$ cat src/rtl/tf32_pkg.sv
// Shared TF32 (1-8-10) field layout, constants and divider state encoding.
// Used by both the divider and the approximate multiplier datapath.
package tf32_pkg;
    localparam int SIGN_BIT = 18;
    localparam int EXP_MSB  = 17;
    localparam int EXP_LSB  = 10;
    localparam int EXP_W    = 8;
    localparam int MANT_W   = 10;
    localparam int SIG_W    = 11;
    localparam int REM_W    = 12;
    localparam int BIAS     = 127;
    localparam logic [7:0] EXP_MAX = 8'hFF;

    typedef enum logic [1:0] {
        IDLE,
        DIV,
        NORM,
        DONE
    } div_state_e;
endpackage

$ cat src/rtl/tf32_div_step.sv
// One restoring-division step: compare, conditionally subtract, shift left.
module tf32_div_step
    import tf32_pkg::*;
(
    input  logic [REM_W-1:0] rem,
    input  logic [SIG_W-1:0] mb,
    output logic [REM_W-1:0] rem_next,
    output logic             qbit
);
    logic [REM_W-1:0] diff;

    // rem stays below 2*mb, so the bit shifted out of the top is always zero
    always_comb begin
        diff     = rem - {1'b0, mb};
        qbit     = (rem >= {1'b0, mb});
        rem_next = qbit ? {diff[REM_W-2:0], 1'b0} : {rem[REM_W-2:0], 1'b0};
    end
endmodule

$ cat src/rtl/tf32_div_seq.sv
// Sequential TF32 divider: restoring radix-2 over 11-bit significands,
// truncating, no subnormals, valid/ready on both sides, fixed latency.
module tf32_div_seq
    import tf32_pkg::*;
#(
    parameter int W_TF32 = 19,
    parameter int BIAS   = 127
) (
    input  logic              clk,
    input  logic              rst,
    input  logic              in_valid,
    output logic              in_ready,
    input  logic [W_TF32-1:0] a,
    input  logic [W_TF32-1:0] b,
    output logic              out_valid,
    input  logic              out_ready,
    output logic [W_TF32-1:0] q,
    output logic              out_dz
);
    div_state_e        state_q;
    logic [3:0]        cnt_q;
    logic [REM_W-1:0]  rem_q;
    logic [REM_W-1:0]  qb_q;
    logic [SIG_W-1:0]  mb_q;
    logic signed [9:0] exp_q;
    logic              sign_q;
    logic              dz_flag_q;
    logic              zero_q;
    logic [W_TF32-1:0] q_q;
    logic              out_dz_q;
    logic              in_ready_q;
    logic              out_valid_q;

    logic [9:0]        e_d;
    logic [REM_W-1:0]  rem_d;
    logic              qbit_d;
    logic signed [9:0] exp_n;
    logic [MANT_W-1:0] mant_n;
    logic [W_TF32-1:0] q_d;

    tf32_div_step u_step (
        .rem      (rem_q),
        .mb       (mb_q),
        .rem_next (rem_d),
        .qbit     (qbit_d)
    );

    assign e_d = {2'b00, a[EXP_MSB:EXP_LSB]} - {2'b00, b[EXP_MSB:EXP_LSB]} + 10'(BIAS);

    always_comb begin
        mant_n = qb_q[REM_W-1] ? qb_q[MANT_W:1] : qb_q[MANT_W-1:0];
        exp_n  = qb_q[REM_W-1] ? exp_q : exp_q - 10'sd1;
        if (dz_flag_q)
            q_d = {sign_q, EXP_MAX, {MANT_W{1'b0}}};
        else if (zero_q)
            q_d = {sign_q, 8'h00, {MANT_W{1'b0}}};
        else if (exp_n >= 10'sd255)
            q_d = {sign_q, EXP_MAX, {MANT_W{1'b0}}};
        else if (exp_n <= 10'sd0)
            q_d = {sign_q, 8'h00, {MANT_W{1'b0}}};
        else
            q_d = {sign_q, exp_n[7:0], mant_n};
    end

    always_ff @(posedge clk or posedge rst) begin
        if (rst) begin
            state_q     <= IDLE;
            cnt_q       <= '0;
            rem_q       <= '0;
            qb_q        <= '0;
            mb_q        <= '0;
            exp_q       <= '0;
            sign_q      <= 1'b0;
            dz_flag_q   <= 1'b0;
            zero_q      <= 1'b0;
            q_q         <= '0;
            out_dz_q    <= 1'b0;
            in_ready_q  <= 1'b1;
            out_valid_q <= 1'b0;
        end else begin
            case (state_q)
                IDLE: begin
                    if (in_valid) begin
                        sign_q     <= a[SIGN_BIT] ^ b[SIGN_BIT];
                        rem_q      <= {1'b0, 1'b1, a[MANT_W-1:0]};
                        mb_q       <= {1'b1, b[MANT_W-1:0]};
                        exp_q      <= e_d;
                        dz_flag_q  <= (b[EXP_MSB:EXP_LSB] == 8'h00);
                        zero_q     <= (a[EXP_MSB:EXP_LSB] == 8'h00);
                        qb_q       <= '0;
                        cnt_q      <= 4'(SIG_W);
                        in_ready_q <= 1'b0;
                        state_q    <= DIV;
                    end
                end
                DIV: begin
                    // quotient bits arrive MSB first, so shifting in lands bit cnt at qb[cnt]
                    qb_q  <= {qb_q[REM_W-2:0], qbit_d};
                    rem_q <= rem_d;
                    if (cnt_q == 4'd0)
                        state_q <= NORM;
                    else
                        cnt_q <= cnt_q - 4'd1;
                end
                NORM: begin
                    q_q      <= q_d;
                    out_dz_q <= dz_flag_q;
                    state_q  <= DONE;
                end
                DONE: begin
                    // result registers settle for one cycle before being presented
                    if (!out_valid_q) begin
                        out_valid_q <= 1'b1;
                    end else if (out_ready) begin
                        out_valid_q <= 1'b0;
                        in_ready_q  <= 1'b1;
                        state_q     <= IDLE;
                    end
                end
                default: state_q <= IDLE;
            endcase
        end
    end

    assign in_ready  = in_ready_q;
    assign out_valid = out_valid_q;
    assign q         = q_q;
    assign out_dz    = out_dz_q;
endmodule

$ cat config.mk
export PLATFORM = sky130hd
export DESIGN_NAME = tf32_div_seq
export DESIGN_NICKNAME = d
export VERILOG_FILES = /design/src/rtl/tf32_pkg.sv /design/src/rtl/tf32_div_step.sv /design/src/rtl/tf32_div_seq.sv
export SDC_FILE = /design/constraint.sdc
export NUM_CORES = 1
export LEC_CHECK = 0
export ABC_AREA = 1
export CAP_MARGIN = 15
export CORE_MARGIN = 4
export CORE_UTILIZATION = 64
export DETAILED_ROUTE_END_ITERATION = 16
export DONT_BUFFER_PORTS = 1
export PLACE_DENSITY_LB_ADDON = 0.1
export SYNTH_ARGS = -nofsm -noshare
export SYNTH_HDL_FRONTEND = slang
export SYNTH_SLANG_ARGS = --single-unit
$ cat constraint.sdc
create_clock -name clk -period 3.4 [get_ports clk]
set_clock_uncertainty 0.2 [all_clocks]
set_input_delay 0.68 -clock clk [delete_from_list [all_inputs] [get_ports clk]]
set_output_delay 0.68 -clock clk [all_outputs]
set_load 0.01 [all_outputs]
==> results.md <==
- Summing every instance area after synthesis gives 4776 um^2.
- After clock tree synthesis, the setup repair step added 0 buffers.
- The tool flagged a number of max-cap violations equal to 0.
- The count of endpoints failing setup in the final report is 0.
- The total DRC errors in the routed layout is 0.
- Setup slack on the critical path of the routed design comes to 775.4 ps.
- During synthesis, Yosys emitted a total of 0 warnings.
- The overflow left after global routing is 0.
- The mean instance size in the synthesized netlist is 7.678 um^2.
- Derived from the worst setup path, the maximum achievable clock frequency is 0.3810 GHz.
- The slew at the pin closest to its max-slew limit is 771.0 ps.
- The post-route clock period utilization is 77.20%.
- The most used flip-flop cell after synthesis is sky130_fd_sc_hd__dfrtp_1.
- The area enclosed by the die boundary is 8909 um^2.
- In this run, the number of DRC markers left after iteration 0 of detailed routing was 158.
- The H-tree depth is 3.
- The finished cells cover 5075 um^2.
- The placement row count is 31.
- The critical path launch point type is a flip-flop.
- The worst hold path belongs to the class in -> reg.
- The static leakage is 2.515 nW.
- After clock tree synthesis, the repair step resized 0 gates.
- At the worst endpoint, the required time is 3440 ps.
- The number of antenna diodes in the final layout is 0.
- The largest driver fanout on the critical path is 24.
- The type of the setup path with the least slack is reg -> reg.
- The run finished with clean final reports.
- The clock sink count is 76.
- The combined area of the multi-input logic cells is 2467 um^2.
- For this block, the routed nets add up to 9326 um of wire.
- Once detailed placement completed, the half-perimeter wirelength came to 7122 um.
- Ranked by total cell area, the synthesized netlist is headed by sky130_fd_sc_hd__dfrtp_1 (39%), sky130_fd_sc_hd__nand2_1 (12%), sky130_fd_sc_hd__ha_1 (7.3%).
- The largest net degree at the start of global routing is 63.
- The final critical-path required period is 2625 ps.
- The iteration count of the initial detailed-routing pass is 4.
- The congestion estimate from routability-driven global placement came to 0.9078.
- The net count of the finished layout is 693.
- The via density per instance is 5.352.
- The total vias in the final route is 3880.
- The number of synthesized flops with an enable pin is 0.
- The first global-routing pass estimated 16340 um of wire.
- The fraction of final layout cells with drive strength greater than 1 is 7.987%.
- Headroom to the max-slew limit came out at 48.60%.
- The area growth from synthesis to layout is 6.262%.
- The die outline height is 94.39 um.
- For this run, the register share of the synthesized area comes to 39.85%.
- The detail route stage leaves a number of antenna-violating nets equal to 0.
- The ratio of total power to cell area is 1014 nW/um^2.
- Counting every net in the synthesized netlist gives 694.
- The initial antenna violation count came to 0.
- The clock buffer count from CTS is 9.
- The clock passes through at most 2 buffers.
- The fill cell instance count of the final layout is 624.
- Synthesis produced 622 cells.
- Summing all placed instances gives a cell area of 4872 um^2.
- The count of buffers added on input and output ports is 0.
- TritonCTS built the clock tree.
- After floorplanning, the core was sized to cover 7253 um^2.
- The most repeated cell in the gate-level netlist after synthesis is sky130_fd_sc_hd__nand2_1.
- The maximum ir drop on the vdd rail is 0.6612 mV.
- The total count of max-transition violations in the final report was 0.
- In the synthesized netlist, the cells that appear most often are sky130_fd_sc_hd__nand2_1 (151), sky130_fd_sc_hd__inv_1 (79), sky130_fd_sc_hd__dfrtp_1 (75).
- The post-synthesis register bit count is 76.
- The number of failing hold endpoints at the final stage is 0.
- Prior to clock tree synthesis, the placed netlist has a worst setup slack of 705.5 ps.
- The die width is 94.39 um.
- Once the floorplan was initialized, standard cells occupied 65.84% of the core.
- The category of the worst setup path capture point is a flip-flop.
- sky130_fd_sc_hd__dfrtp_1 takes more of the synthesized area than any other cell.
- The register cell area after layout is 1903 um^2.
- At the worst endpoint, the arrival time is 2660 ps.
- The master cell of the clock root buffer is sky130_fd_sc_hd__clkbuf_8.
- In this run the biggest area consumer among cell types represents 39.30% of the synthesized area.
- Setup repair after global routing left no endpoint under its margin.
- Counting distinct cell types in the post-synthesis netlist gives 47.
- The number of global-route vias before repair is 3732.
- The fraction of registers with async set or reset after synthesis is 100.0%.
- The combined global-route utilization of all metal layers is 22.95%.
- The average detailed-routed wire length per instance is 12.86 um.
- For this design the top-level I/O count stands at 64.
- The clock transition at the register clock pins on the worst setup and hold paths after CTS is 80 ps.
- The insertion delay of the later-clocked pin in the worst-skew pair is 350 ps.
- In the final timing run, aggregate negative setup slack is 0 ps.
state kept, by name, indices dropped and copies added, names as in the netlist:
register	count
q	19
qb_q	12
rem_q	12
mb_q	11
exp_q	10
cnt_q	4
state_q	2
dz_flag_q	1
in_ready	1
out_dz	1
out_valid	1
sign_q	1
zero_q	1
per-layer routing:
| layer | global-route usage (%) | wire length (um) |
|---|---|---|
| met3 | 5.737 | 547 |
| met1 | 31.76 | 4348 |
| met2 | 35.93 | 4310 |
| met5 | 0 | 0 |
| met4 | 6.739 | 119 |
worst paths after layout:
path                       cells past startpoint              startpoint                   end  slack [ps]
max in group asynchronous                      3                     rst  in_ready$_DFFE_PP1P_        1800
setup / recovery                              10  state_q[1]$_DFFE_PP0P_  cnt_q[2]$_DFFE_PP0P_         780
hold reg to reg                                2    mb_q[10]$_DFFE_PP0P_  mb_q[10]$_DFFE_PP0P_         280
hold / removal                                 2                    b[0]   mb_q[0]$_DFFE_PP0P_         250
setup reg to reg                              10  state_q[1]$_DFFE_PP0P_  cnt_q[2]$_DFFE_PP0P_         780
min in group asynchronous                      2                     rst     q[18]$_DFFE_PP0P_         540
worst max-delay path: stages, from the launching register on:
cell and delay (ps):
sky130_fd_sc_hd__dfrtp_1 410, sky130_fd_sc_hd__inv_1 120, sky130_fd_sc_hd__ha_1 340, sky130_fd_sc_hd__a21oi_1 110
sky130_fd_sc_hd__buf_4 180, sky130_fd_sc_hd__inv_1 520, sky130_fd_sc_hd__nand2_1 220, sky130_fd_sc_hd__inv_1 160
sky130_fd_sc_hd__nand2_1 90, sky130_fd_sc_hd__o22ai_1 110, sky130_fd_sc_hd__a21oi_1 50
cell type report:
| type | count | area share, % |
|---|---|---|
| inverters | 86 | 6.460 |
| clock inverters | 6 | 1.282 |
| well taps | 99 | 2.441 |
| flip-flops and latches | 76 | 37.50 |
| repair buffers | 6 | 1.183 |
| clock buffers | 10 | 2.515 |
| multi-input cells | 442 | 48.62 |
stage by stage:
stage | hold WS [ps] | power (mW) | util [%] | std cells
6_report | 254.2 | 5.147 | 69.97 | 725
5_1_grt | 254.5 | 5.713 | 69.97 | 725
4_1_cts | 243.6 | 5.174 | 69.97 | 725
3_5_place_dp | 273.6 | 4.484 | 67.17 | 708
3_3_place_gp | 243.1 | 4.398 | 67.17 | 708
2_1_floorplan | 225.9 | 3.949 | - | 622
power by group:
part | switching (mW) | leakage [nW] | internal (mW)
clock network | 0.323 | 0.0962 | 0.339
registers | 0.344 | 0.938 | 1.32
logic | 1.79 | 1.48 | 1.03
total | 2.46 | 2.51 | 2.69
logic make-up after synthesis:
| group | Yosys count | share of synthesized area, % |
|---|---|---|
| and+or+nand+nor | 260 | 24.47 |
| DFF | 76 | 39.85 |
| buffers and inverters | 104 | 8.488 |
| AOI/OAI and AO/OA | 133 | 15.06 |
| adders and majority gates | 30 | 8.174 |
| xor gates and xnor gates | 19 | 3.956 |
placed cells by master, fill, tap and decap left out, types with 2 or more instances in the layout:
cell type                  Yosys  layout
sky130_fd_sc_hd__nand2_1     151     151
sky130_fd_sc_hd__xor2_1       10      10
sky130_fd_sc_hd__nor2_4        3       3
sky130_fd_sc_hd__ha_1         28      28
sky130_fd_sc_hd__nand4_1       7       7
sky130_fd_sc_hd__clkinv_1      2       2
sky130_fd_sc_hd__clkinv_2      0       2
sky130_fd_sc_hd__buf_4         0       4
sky130_fd_sc_hd__inv_2         4       5
sky130_fd_sc_hd__nor4_1        4       4
sky130_fd_sc_hd__xor2_2        2       2
sky130_fd_sc_hd__o22ai_1      12      12
sky130_fd_sc_hd__a21oi_1      48      48
sky130_fd_sc_hd__clkbuf_8      0       9
sky130_fd_sc_hd__inv_1        79      78
sky130_fd_sc_hd__nand3b_1      3       3
sky130_fd_sc_hd__fa_1          2       2
sky130_fd_sc_hd__o21bai_1      4       4
sky130_fd_sc_hd__clkinv_4      1       3
sky130_fd_sc_hd__nand2_2       5       5
sky130_fd_sc_hd__dfrtp_1      75      75
sky130_fd_sc_hd__nor2_1       48      48
sky130_fd_sc_hd__o21ai_0      58      58
sky130_fd_sc_hd__xnor2_1       6       6
sky130_fd_sc_hd__nor2_2        2       2
sky130_fd_sc_hd__nand3_1      28      28
sky130_fd_sc_hd__nand3_2       3       3
repair_timing:
action                                  CTS  global route
hold buffers                              1             0
endpoints found under the hold margin    14             0
endpoints found under the setup margin    0             0
Note: power is estimated with default switching activity, not from simulation.
